$ cat config.mk
export PLATFORM = sky130hd
export DESIGN_NAME = ssd_scan_driver
export DESIGN_NICKNAME = d
export VERILOG_FILES = /design/src/rtl/ssd_pkg.sv /design/src/rtl/ssd_seg_decode.sv /design/src/rtl/ssd_scan_driver.sv
export SDC_FILE = /design/constraint.sdc
export NUM_CORES = 1
export LEC_CHECK = 0
export ABC_AREA = 1
export BUFFER_PORTS_ARGS = -buffer_cell sky130_fd_sc_hd__clkbuf_2
export CAP_MARGIN = 20
export CORE_MARGIN = 4
export CORE_UTILIZATION = 52
export DETAILED_ROUTE_END_ITERATION = 16
export GPL_TIMING_DRIVEN = 1
export PLACE_DENSITY_LB_ADDON = 0.2
export SYNTH_ARGS = -nofsm -noshare
export SYNTH_HDL_FRONTEND = slang
export SYNTH_SLANG_ARGS = --single-unit
$ cat constraint.sdc
create_clock -name clk -period 4 [get_ports clk]
set_input_delay 0 -clock clk [delete_from_list [all_inputs] [get_ports clk]]
set_output_delay 0 -clock clk [all_outputs]
set_load 0.02 [all_outputs]
$ cat src/rtl/ssd_pkg.sv
// rtl/ssd_pkg.sv - shared constants and digit decode table for the seven-segment scan driver
// Purpose: segment constants, digit count, segment bit positions and the
//          4-bit value to active-low segment decode used by the scan driver.
// Ports:   none (package).
package ssd_pkg;

  localparam int NUM_DIGITS = 4;

  localparam logic [7:0] SEG_BLANK = 8'hFF;
  localparam logic [7:0] SEG_DASH  = 8'hFD;

  // Bit positions within pattern = {a,b,c,d,e,f,g,dp}
  localparam int SEG_A  = 7;
  localparam int SEG_B  = 6;
  localparam int SEG_C  = 5;
  localparam int SEG_D  = 4;
  localparam int SEG_E  = 3;
  localparam int SEG_F  = 2;
  localparam int SEG_G  = 1;
  localparam int SEG_DP = 0;

  // Active-low segments; the dp bit is always returned off (1).
  function automatic logic [7:0] seg_lookup(input logic [3:0] value);
    logic [7:0] seg;
    case (value)
      4'd0:    seg = 8'h03;
      4'd1:    seg = 8'h9F;
      4'd2:    seg = 8'h25;
      4'd3:    seg = 8'h0D;
      4'd4:    seg = 8'h99;
      4'd5:    seg = 8'h49;
      4'd6:    seg = 8'h41;
      4'd7:    seg = 8'h1F;
      4'd8:    seg = 8'h01;
      4'd9:    seg = 8'h09;
      4'd15:   seg = SEG_DASH;
      default: seg = SEG_BLANK;
    endcase
    return seg;
  endfunction

endpackage

$ cat src/rtl/ssd_seg_decode.sv
// rtl/ssd_seg_decode.sv - combinational 4-bit value to active-low seven-segment decode
// Purpose: decodes one digit value into {a,b,c,d,e,f,g,dp}, dp always off.
// Ports:   value_i  4-bit digit value
//          seg_o    8-bit active-low segment pattern
module ssd_seg_decode
  import ssd_pkg::*;
(
  input  logic [3:0] value_i,
  output logic [7:0] seg_o
);

  assign seg_o = seg_lookup(value_i);

endmodule

$ cat src/rtl/ssd_scan_driver.sv
// rtl/ssd_scan_driver.sv - four-digit time-multiplexed seven-segment scan driver
// Purpose: scans four digits at SCAN_DIV cycles each, captures inputs once per
//          frame, applies leading-zero blanking, decimal points and blink.
// Ports:   clk       system clock
//          rst       synchronous active-high reset
//          digits    {d3,d2,d1,d0} 4-bit values, d0 rightmost
//          dp        per-digit decimal point enable
//          blank_lz  leading-zero blanking enable
//          blink     per-digit blink enable
//          position  active-low one-hot digit enable
//          pattern   active-low segments {a,b,c,d,e,f,g,dp}
module ssd_scan_driver
  import ssd_pkg::*;
#(
  parameter int SCAN_DIV     = 50_000,
  parameter int BLINK_FRAMES = 64
) (
  input  logic        clk,
  input  logic        rst,
  input  logic [15:0] digits,
  input  logic [3:0]  dp,
  input  logic        blank_lz,
  input  logic [3:0]  blink,
  output logic [3:0]  position,
  output logic [7:0]  pattern
);

  localparam int DIV_W = (SCAN_DIV > 1) ? $clog2(SCAN_DIV) : 1;
  localparam int FRM_W = (BLINK_FRAMES > 1) ? $clog2(BLINK_FRAMES) : 1;

  logic [DIV_W-1:0] div_cnt_q, div_cnt_d;
  logic [1:0]       idx_q, idx_d, idx_next;
  logic [15:0]      digits_q, digits_d;
  logic [3:0]       dp_q, dp_d, blink_q, blink_d;
  logic             blank_lz_q, blank_lz_d;
  logic [FRM_W-1:0] frm_q, frm_d;
  logic             phase_q, phase_d;
  logic [3:0]       position_q, position_d;
  logic [7:0]       pattern_q, pattern_d;

  logic        tick, frame;
  logic [15:0] eff_digits;
  logic [3:0]  eff_dp, eff_blink;
  logic        eff_lz;
  logic [3:0]  cur_val;
  logic [7:0]  cur_seg;
  logic        lz_blank;

  assign tick     = (div_cnt_q == DIV_W'(SCAN_DIV - 1));
  assign frame    = tick && (idx_q == 2'd3);
  assign idx_next = idx_q + 2'd1;

  // On the frame boundary digit 0 must already see the freshly captured inputs.
  assign eff_digits = frame ? digits   : digits_q;
  assign eff_dp     = frame ? dp       : dp_q;
  assign eff_blink  = frame ? blink    : blink_q;
  assign eff_lz     = frame ? blank_lz : blank_lz_q;

  assign cur_val = eff_digits[{idx_next, 2'b00} +: 4];

  // A digit is a leading zero when it and every digit above it are zero.
  assign lz_blank = eff_lz && (idx_next != 2'd0) &&
                    ((eff_digits >> {idx_next, 2'b00}) == 16'h0000);

  ssd_seg_decode u_decode (
    .value_i (cur_val),
    .seg_o   (cur_seg)
  );

  always_comb begin
    div_cnt_d  = tick ? '0 : div_cnt_q + 1'b1;
    idx_d      = tick ? idx_next : idx_q;
    digits_d   = frame ? digits   : digits_q;
    dp_d       = frame ? dp       : dp_q;
    blink_d    = frame ? blink    : blink_q;
    blank_lz_d = frame ? blank_lz : blank_lz_q;

    frm_d   = frm_q;
    phase_d = phase_q;
    if (frame) begin
      if (frm_q == FRM_W'(BLINK_FRAMES - 1)) begin
        frm_d   = '0;
        phase_d = ~phase_q;
      end else begin
        frm_d = frm_q + 1'b1;
      end
    end

    position_d = position_q;
    pattern_d  = pattern_q;
    if (tick) begin
      position_d = ~(4'b0001 << idx_next);
      pattern_d  = (lz_blank ? SEG_BLANK : cur_seg) & {7'h7F, ~eff_dp[idx_next]};
      // Blink uses the registered phase, so the phase change lands on the
      // digit-0 update of the following frame.
      if (phase_q && eff_blink[idx_next]) begin
        pattern_d = SEG_BLANK;
      end
    end
  end

  always_ff @(posedge clk) begin
    if (rst) begin
      div_cnt_q  <= '0;
      idx_q      <= 2'd3;
      digits_q   <= '0;
      dp_q       <= '0;
      blink_q    <= '0;
      blank_lz_q <= 1'b0;
      frm_q      <= '0;
      phase_q    <= 1'b0;
      position_q <= 4'b1111;
      pattern_q  <= SEG_BLANK;
    end else begin
      div_cnt_q  <= div_cnt_d;
      idx_q      <= idx_d;
      digits_q   <= digits_d;
      dp_q       <= dp_d;
      blink_q    <= blink_d;
      blank_lz_q <= blank_lz_d;
      frm_q      <= frm_d;
      phase_q    <= phase_d;
      position_q <= position_d;
      pattern_q  <= pattern_d;
    end
  end

  assign position = position_q;
  assign pattern  = pattern_q;

endmodule

==> qor.csv, run 1 <==
metric;value;unit
status;completed;
detailed-placement wirelength estimate;5578;µm
clock root buffer;clkbuf_8;
post-route setup slack;883.2;ps
Hold Fails Final Rpt;0;
Post-synth EDFFs;0;
Inst Count DP;566;
Syn-to-layout area delta;15.07;%
IO Count;39;
largest net degree at the start of global routing;32;
vias in the first global route;2850;
Final Max Tran Viols;0;
n_diodes;0;
largest area contributor in the netlist;dfxtp_1;
Post-DP Area;3551;µm²
Total Routing Usage GR;21.37;%
Initial Util;55.06;%
Avg Inst Size Synth;7.161;µm²
DR pass1 iterations;4;
Final Skew;9.152;ps
final critical-path required period;3117;ps
# port buffers;38;
RePlAce Congestion;0.8933;
Clock Pin Slew Worst Setup and Hold Paths;80;ps
chip width;88.11;µm
yosys warns;0;
Primary FF master, synth;dfxtp_1;
H-Tree Depth;3;
Resize count post-CTS;0;
post-route insts no fill;592;
largest cells by area after synthesis;dfxtp_1 37%, nand2_1 11%, nor2_1 8.0%, nand3_1 5.5%, ha_1 4.9%;
post-synth cell types;41;
total chip power;0.001205;W
unrepaired setup endpoints after global routing;false;
Least-Margin Pin Slew;742.0;ps
sequential share of the synthesized area;37.20;%
Max Root-Sink Buffers;2;
die area;7762;µm²
gr ovfl total;0;
Syn Nets;506;
top-area cell type share of the netlist area;37.20;%
Syn Inst Count;466;
most frequent cell after synthesis;nand2_1;
post-route cell area;3840;µm²
worst hold path class;primary input to flip-flop;
vias per cell;5.166;
period utilisation layout;77.92;%
setup bufs post-CTS;0;
Final #Nets;552;
Hold Buf Count CTS;10;
top cells by count, synth;99 x nand2_1, 71 x nor2_1, 62 x dfxtp_1, 42 x inv_1, 37 x nand3_1;
total core area;6061;µm²
CP endpoint kind;flip-flop;
WP data arrival;3400;ps
MaxCap Viol Count;0;
initial DRC count;222;
drt drc;0;
Clock Sinks;62;
Routed Antenna Nets;0;
critical path type;flip-flop to flip-flop;
initial antenna violation count;0;
pre-CTS worst setup slack;915.6;ps
Worst EP required;4280;ps
Worst-Skew Late Latency;350;ps
TritonCTS clock tree;built;
Yosys reg bits;62;
peak supply drop;0.2045;mV
Slew HR;50.35;%
final setup TNS;0;ps
fillcell total;538;
CTS Buf Count;9;
global-route wire length before repair;12850;µm
Netlist Area Pre-Place;3337;µm²
share of layout cells above drive strength 1;18.76;%
row count;28;
critical path fanouts, max;22;
DR WL/cell;13.05;µm
f_max;320.8;MHz
die height;88.11;µm
Lkg Pwr;1.724;nW
count of final setup violators;0;
power per cell area;313.8;nW/µm²
Async S/R FF share, synth;0;%
Total Wirelength;7726;µm
vias;3058;
startpoint types;flip-flop;
-- registers in the layout, indices dropped and copies added, names as in the netlist, 2 cells and up --
register / flops
dp_q: 4
digits_q: 16
idx_q: 2
pattern: 8
div_cnt_q: 16
frm_q: 6
blink_q: 4
position: 4
-- report_power, final --
group | leakage, nW | internal (W) | switching [W]
Combinational | 1.13 | 0.0000188 | 0.0000223
Sequential | 0.500 | 0.000619 | 0.00000209
Clock | 0.0964 | 0.000287 | 0.000256
-- through the flow --
| step | hold WS (ps) | util [%] |
|---|---|---|
| detailed placement | 267.9 | 58.59 |
| global route | 17.03 | 63.36 |
| CTS | 3.427 | 63.36 |
| finish | 5.109 | 63.36 |
| global placement | 264.0 | 58.59 |
| floorplan | 143.2 | - |
-- logic make-up (layout without fill, tap and decap cells) --
kind of cell    Yosys count  count (layout)  share of synthesized area, %
simple gates            276             276                         40.23
buf+inv                  64             115                         8.211
flops                    62              62                         37.20
compound gates           45              45                         7.874
fa+ha+maj                13              13                         4.875
xor+xnor                  5               5                         1.313
mux                       1               1                        0.3000
-- critical path, cell delays in order, from the launching register on --
cell and delay (ps):
dfxtp_1 350, ha_1 240, nand3_4 130, nor2_4 300
nand3_4 310, nand2_1 180, nand2_1 80, nand2_1 60
nand3_1 80, nand2_1 190, ha_1 180, inv_1 50
or2_2 260, nor2_1 100, nand3b_1 100, nor2_2 120
nand2_2 100, nand2_2 100, nor2_1 40, nor2_1 70
-- worst paths after layout --
kind / start / slack [ps] / to / depth (start not counted)
min: blink[2] / 5 / blink_q[2] / 3
max: div_cnt_q[0] / 880 / pattern[7] / 19
max reg2reg: div_cnt_q[0] / 880 / pattern[7] / 19
min reg2reg: div_cnt_q[0] / 450 / div_cnt_q[0] / 1
-- per-layer routing --
metal | up-vias | share of wire [%] | GRT usage, %
met4 | 0 | 1.4 | 8.242
met1 | 1354 | 46 | 28.47
met5 | - | 0 | 0
li1 | 1602 | - | -
met2 | 88 | 46 | 34.18
met3 | 14 | 7.0 | 4.233
-- cells in the final DEF (no fill, tap or decap), drive strengths merged --
cell type and count:
nand3 42, nand2 113, dlygate4sd3 10, clkinv 5, a221oi 1, nor2 79
nand3b 3, or2 3, a21oi 30, nor3b 3, o21a 1, and3 2
clkinvlp 1, mux2i 1, nor3 12, inv 47, o21ai 10, clkbuf 48
dfxtp 62, xor2 3, bufinv 1, buf 3, ha 13, nor4 2
nand4 17, xnor2 2, o211ai 3
-- cell type report --
type	instances	area, µm²	share of cell area [%]
sequential	62	1241	32.32
multi-input combinational	340	1822	47.44
clock inverter	6	61.31	1.597
clock buffer	10	127.6	3.324
timing repair buffer	51	312.8	8.146
tap	75	93.84	2.444
inverter	48	181.4	4.725
Power figures use the tool's default switching activity.
==> inputs of run 2 (changes only) <==
==> constraint.sdc (replaced) <==
create_clock -name clk -period 3.1 [get_ports clk]
set_input_delay 0 -clock clk [delete_from_list [all_inputs] [get_ports clk]]
set_output_delay 0 -clock clk [all_outputs]
set_load 0.02 [all_outputs]
==> run 2 against run 1 <==
Effect of this change: final area increased by 4.1%; fmax rose by 11%; routed wire length rose by 0.62%; hold slack improved by 28 ps; clock-buffer cell count decreased by 1.
==> qor.csv, run 2 (same netlist as run 1, synthesis figures left out) <==
metric;value;unit;change
status;completed;;
clock share of power;46.2;%;+1.2 points
Routed Antenna Nets;0;;unchanged
chip width;88.11;µm;unchanged
crit-path leading delay family;simple AND/OR/NAND/NOR gates;;
WHS;33.19;ps;+28.08 ps
worst hold path class;primary input to flip-flop;;
count of final setup violators;0;;unchanged
Least-Margin Pin Slew;400.5;ps;-341.5 ps
sequential share of power;50.0;%;-1.6 points
hold depth;4;;+1
final setup TNS;0;ps;unchanged
MaxCap Viol Count;0;;unchanged
cell mode on critical path;nor2_1;;
r2r setup slk;300;ps;-580 ps
RePlAce Congestion;0.8604;;-3.7%
post-route setup slack;301.9;ps;-581.3 ps
detailed-placement wirelength estimate;5773;µm;+3.5%
startpoint types;flip-flop;;
Inst Count DP;573;;+1.2%
Lkg Pwr;1.797;nW;+4.2%
die height;88.11;µm;unchanged
Syn-to-layout area delta;19.80;%;
r2r startpoint;idx_q[0];;
max layer used;met4;;
n_diodes;0;;unchanged
H-Tree Depth;3;;unchanged
drt drc;0;;unchanged
gr ovfl total;0;;unchanged
largest net degree at the start of global routing;31;;-3.1%
Final Skew;6.825;ps;-2.327 ps
Worst EP required;3380;ps;-900 ps
vias;3138;;+2.6%
Psw;0.0003924;W;+40%
Final Max Tran Viols;0;;unchanged
post-route insts no fill;608;;+2.7%
Total Routing Usage GR;22.46;%;+1.1 points
initial DRC count;156;;-30%
hold endpoint;div_cnt_q[9];;
die area;7762;µm²;unchanged
row count;28;;unchanged
IO Count;39;;unchanged
final critical-path required period;2798;ps;-318.7 ps
critical path type;flip-flop to flip-flop;;
global-route wire length before repair;13630;µm;+6.1%
Comb pwr share;3.8;%;+0.4 points
CP bufs+invs;4;;+3
TritonCTS clock tree;built;;
Clock Pin Slew Worst Setup and Hold Paths;80;ps;about the same
initial antenna violation count;0;;unchanged
# port buffers;38;;unchanged
Worst-Skew Late Latency;350;ps;about the same
commonest non-fill, non-tap cell in the layout;nand2_1;;
FF-to-FF path depth;16;;-3
Final #Nets;568;;+2.9%
total core area;6061;µm²;unchanged
Sw Share;24.47;%;+1.2 points
Hold Fails Final Rpt;0;;unchanged
CP max-delay cell;ha_1;;
DR WL met2;3583;µm;+1.0%
vias per cell;5.161;;about the same
critical path fanouts, max;16;;-27%
FF-to-FF End;pattern[3];;
pre-CTS worst setup slack;224.3;ps;-691.3 ps
vias in the first global route;3110;;+9.1%
peak supply drop;0.3258;mV;+59%
P_int;0.001211;W;+31%
f_max;357.4;MHz;+11%
Slew HR;73.02;%;+23 points
CP endpoint kind;flip-flop;;
power per cell area;401.1;nW/µm²;+28%
hold_sp;rst;;
CTS Buf Count;9;;unchanged
period utilisation layout;90.26;%;+12 points
unrepaired setup endpoints after global routing;false;;
Total Wirelength;7774;µm;+0.62%
met3 wire length;445;µm;-17%
most frequent cells in the layout;98 x nand2_1, 71 x nor2_1, 62 x dfxtp_1, 42 x inv_1, 38 x clkbuf_2;;
clock root buffer;clkbuf_8;;
DR pass1 iterations;4;;unchanged
DR WL/cell;12.79;µm;-2.0%
crit path cell chain;buf_4 -> clkinv_1 -> ha_1 -> inv_1 -> nand3_1 -> nand2_2 -> ha_1 -> inv_1 -> or2_2 -> nor2_1 -> nand3b_1 -> nor2_2 -> nand2_2 -> nand2_1 -> nor2_1 -> nor2_1;;
share of layout cells above drive strength 1;20.45;%;+1.7 points
Worst path max stage delay;400;ps;+50 ps
Max Root-Sink Buffers;2;;unchanged
M1 WL;3560;µm;+0.79%
Clock Sinks;62;;unchanged
WP data arrival;3080;ps;-320 ps
Initial Util;55.06;%;unchanged
[run 2: worst max-delay path by stage]
stage	slack, ps	to	startpoint	cells past startpoint
floorplan	300	pattern[1]	idx_q[0]	17
finish	300	pattern[3]	idx_q[0]	16
global route	20	pattern[4]	idx_q[0]	16
CTS	210	pattern[3]	div_cnt_q[0]	17
detailed placement	220	pattern[3]	idx_q[1]	15
global placement	380	pattern[4]	div_cnt_q[0]	17
[run 2: area by class of cell]
class	instances	area [µm²]
timing repair buffer	67	450.4
clock inverter	7	80.08
clock buffer	9	123.9
multi-input combinational	340	1827
fill	564	2063
inverter	48	181.4
tap	75	93.84
sequential	62	1241
[run 2: timing repair]
item                                    CTS  global route
hold buffers                             17             0
endpoints found under the setup margin    0             7
hold endpoints to repair                 17             0
setup buffers                             0             2
gates resized for setup                   0             2
[run 2: power groups by stage]
stage                     sequential [W]  clock, W  combinational [W]
after floorplan                 0.000820         0          0.0000188
after global placement          0.000820         0          0.0000438
after detailed placement        0.000820         0          0.0000443
after CTS                       0.000802  0.000755          0.0000615
after global routing            0.000802  0.000796          0.0000672
final                           0.000802  0.000741          0.0000610
[run 2: layer usage]
metal  global-route usage, %  vias up
met5                       0        -
met3                   6.397       19
li1                        -     1633
met2                   36.92       80
met4                   7.967        0
met1                   28.18     1406
[run 2: metrics by stage]
step                instance area, µm²  utilization [%]  power [W]
finish                            3998            65.96   0.001604
CTS                               3978            65.63   0.001618
global route                      3998            65.96   0.001665
global placement                  3603            59.46  0.0008639
floorplan                         3337                -  0.0008386
detailed placement                3603            59.46  0.0008648
[run 2: worst register-to-register path, stage by stage (launching register included)]
cell,delay (ps)
dfxtp_1,350
buf_4,230
clkinv_1,120
ha_1,400
inv_1,240
nand3_1,130
nand2_2,150
ha_1,170
inv_1,50
or2_2,260
nor2_1,110
nand3b_1,100
nor2_2,120
nand2_2,100
nand2_1,90
nor2_1,40
nor2_1,80
==> inputs of run 3 (changes only) <==
--- a/config.mk
+++ b/config.mk
@@ -13,6 +13,7 @@
 export DETAILED_ROUTE_END_ITERATION = 16
 export GPL_TIMING_DRIVEN = 1
 export PLACE_DENSITY_LB_ADDON = 0.2
+export RECOVER_POWER = 50
 export SYNTH_ARGS = -nofsm -noshare
 export SYNTH_HDL_FRONTEND = slang
 export SYNTH_SLANG_ARGS = --single-unit
==> run 3 against run 2 <==
Effect of this change: first-iteration DRC count fell by 4.5%; total power barely moved; via count rose by 0.19%; non-clock buffer count did not move; clock skew barely moved; critical endpoint unchanged; largest cell class unchanged.
==> qor.csv, run 3 (same netlist as run 1, synthesis figures left out) <==
metric;value;unit;change
Total Routing Usage GR;22.46;%;unchanged
Least-Margin Pin Slew;846.1;ps;+445.5 ps
Total Wirelength;7766;µm;-0.10%
FF-to-FF path depth;16;;unchanged
status;completed;;
TritonCTS clock tree;built;;
fillcell total;570;;+1.1%
die height;88.11;µm;unchanged
Worst-Skew Late Latency;350;ps;about the same
critical path type;flip-flop to flip-flop;;
FF-to-FF End;pattern[3];;
Final Max Tran Viols;0;;unchanged
power per cell area;404.1;nW/µm²;+0.74%
hold_sp;rst;;
Final Skew;6.896;ps;+0.07119 ps
total core area;6061;µm²;unchanged
Lkg Pwr;1.756;nW;-2.3%
DR WL/cell;12.77;µm;-0.10%
# port buffers;38;;unchanged
Slew HR;43.60;%;-29 points
IO Count;39;;unchanged
initial antenna violation count;0;;unchanged
DR pass1 iterations;4;;unchanged
Initial Util;55.06;%;unchanged
total chip power;0.001603;W;about the same
final setup TNS;0;ps;unchanged
die area;7762;µm²;unchanged
most frequent cells in the layout;98 x nand2_1, 71 x nor2_1, 62 x dfxtp_1, 42 x inv_1, 37 x nand3_1;;
post-route setup slack;304.0;ps;+2.094 ps
f_max;357.7;MHz;about the same
critical path fanouts, max;16;;unchanged
H-Tree Depth;3;;unchanged
drt drc;0;;unchanged
unrepaired setup endpoints after global routing;false;;
initial DRC count;149;;-4.5%
hold depth;4;;unchanged
commonest non-fill, non-tap cell in the layout;nand2_1;;
Clock Sinks;62;;unchanged
Worst path max stage delay;400;ps;about the same
r2r setup slk;300;ps;about the same
WP data arrival;3080;ps;about the same
share of layout cells above drive strength 1;17.45;%;-3.0 points
RePlAce Congestion;0.8604;;unchanged
CP endpoint kind;flip-flop;;
period utilisation layout;90.19;%;about the same
count of final setup violators;0;;unchanged
detailed-placement wirelength estimate;5773;µm;unchanged
Hold Fails Final Rpt;0;;unchanged
Worst EP required;3380;ps;about the same
hold endpoint;div_cnt_q[9];;
row count;28;;unchanged
vias;3144;;+0.19%
n_diodes;0;;unchanged
global-route wire length before repair;13630;µm;unchanged
crit path cell chain;buf_4 -> clkinv_1 -> ha_1 -> inv_1 -> nand3_1 -> nand2_2 -> ha_1 -> inv_1 -> or2_2 -> nor2_1 -> nand3b_1 -> nor2_2 -> nand2_2 -> nand2_1 -> nor2_1 -> nor2_1;;
Routed Antenna Nets;0;;unchanged
worst hold path class;primary input to flip-flop;;
vias in the first global route;3110;;unchanged
vias per cell;5.171;;+0.19%
Clock Pin Slew Worst Setup and Hold Paths;80;ps;about the same
largest net degree at the start of global routing;31;;unchanged
startpoint types;flip-flop;;
clock root buffer;clkbuf_8;;
final critical-path required period;2796;ps;-2.094 ps
Final #Nets;568;;unchanged
chip width;88.11;µm;unchanged
CTS Buf Count;9;;unchanged
MaxCap Viol Count;0;;unchanged
Syn-to-layout area delta;18.90;%;
Max Root-Sink Buffers;2;;unchanged
pre-CTS worst setup slack;224.3;ps;unchanged
peak supply drop;0.3258;mV;about the same
CP max-delay cell;ha_1;;
r2r startpoint;idx_q[0];;
gr ovfl total;0;;unchanged
cell mode on critical path;nor2_1;;
## run 3: cell types whose count changed in the layout (fill, tap and decap cells not counted), sizes merged
cell	before	now
clkbuf	47	50
buf	12	9
## run 3: through the flow
stage                     hold WS (ps)  cells  utilization (%)  instance area (µm²)
after floorplan                  143.2    466                -                 3337
after global placement           256.8    573            59.46                 3603
after detailed placement         266.2    573            59.46                 3603
after CTS                        28.27    606            65.63                 3978
after global routing             43.76    608            65.46                 3968
final                            33.51    608            65.46                 3968
## run 3: worst max path at each step
stage | slack [ps] | to | start | cells past startpoint
final | 300 | pattern[3] | idx_q[0] | 16
after global routing | 20 | pattern[4] | idx_q[0] | 16
after CTS | 210 | pattern[3] | div_cnt_q[0] | 17
after detailed placement | 220 | pattern[3] | idx_q[1] | 15
after global placement | 380 | pattern[4] | div_cnt_q[0] | 17
after floorplan | 300 | pattern[1] | idx_q[0] | 17
## run 3: repair_timing
| action | in CTS | in global routing |
|---|---|---|
| endpoints found under the hold margin | 17 | 0 |
| endpoints found under the setup margin | 0 | 7 |
| hold buffers | 17 | 0 |
| buffers inserted | 0 | 2 |
| resized for setup | 0 | 2 |
## run 3: cell type report
type / instances / area [µm²] / area share [%]
multi-input cells: 340 / 1823 / 45.95
flip-flops and latches: 62 / 1241 / 31.28
repair buffers: 67 / 424.2 / 10.69
inverters: 48 / 181.4 / 4.573
clock buffers: 9 / 123.9 / 3.122
well taps: 75 / 93.84 / 2.365
clock inverters: 7 / 80.08 / 2.018
## run 3: power by group
part | leakage, nW | internal [W] | switching [W]
logic | 1.16 | 0.0000318 | 0.0000290
clock network | 0.0968 | 0.000380 | 0.000360
registers | 0.500 | 0.000799 | 0.00000280
## run 3: per-layer routing
layer / wire length, µm / GRT usage (%) / share of wire [%]
met1: 3557 / 28.18 / 46
met2: 3572 / 36.92 / 46
met3: 452 / 6.397 / 5.8
met4: 183 / 7.967 / 2.4
met5: 0 / 0 / 0
## run 3: worst max-delay path: cells and delay by family (launching register included)
kind / cells / cell delay, ps
flip-flops: 1 / 350
AND/OR/NAND/NOR: 10 / 1180
adder cells (fa/ha/maj): 2 / 570
buffers and inverters: 4 / 640
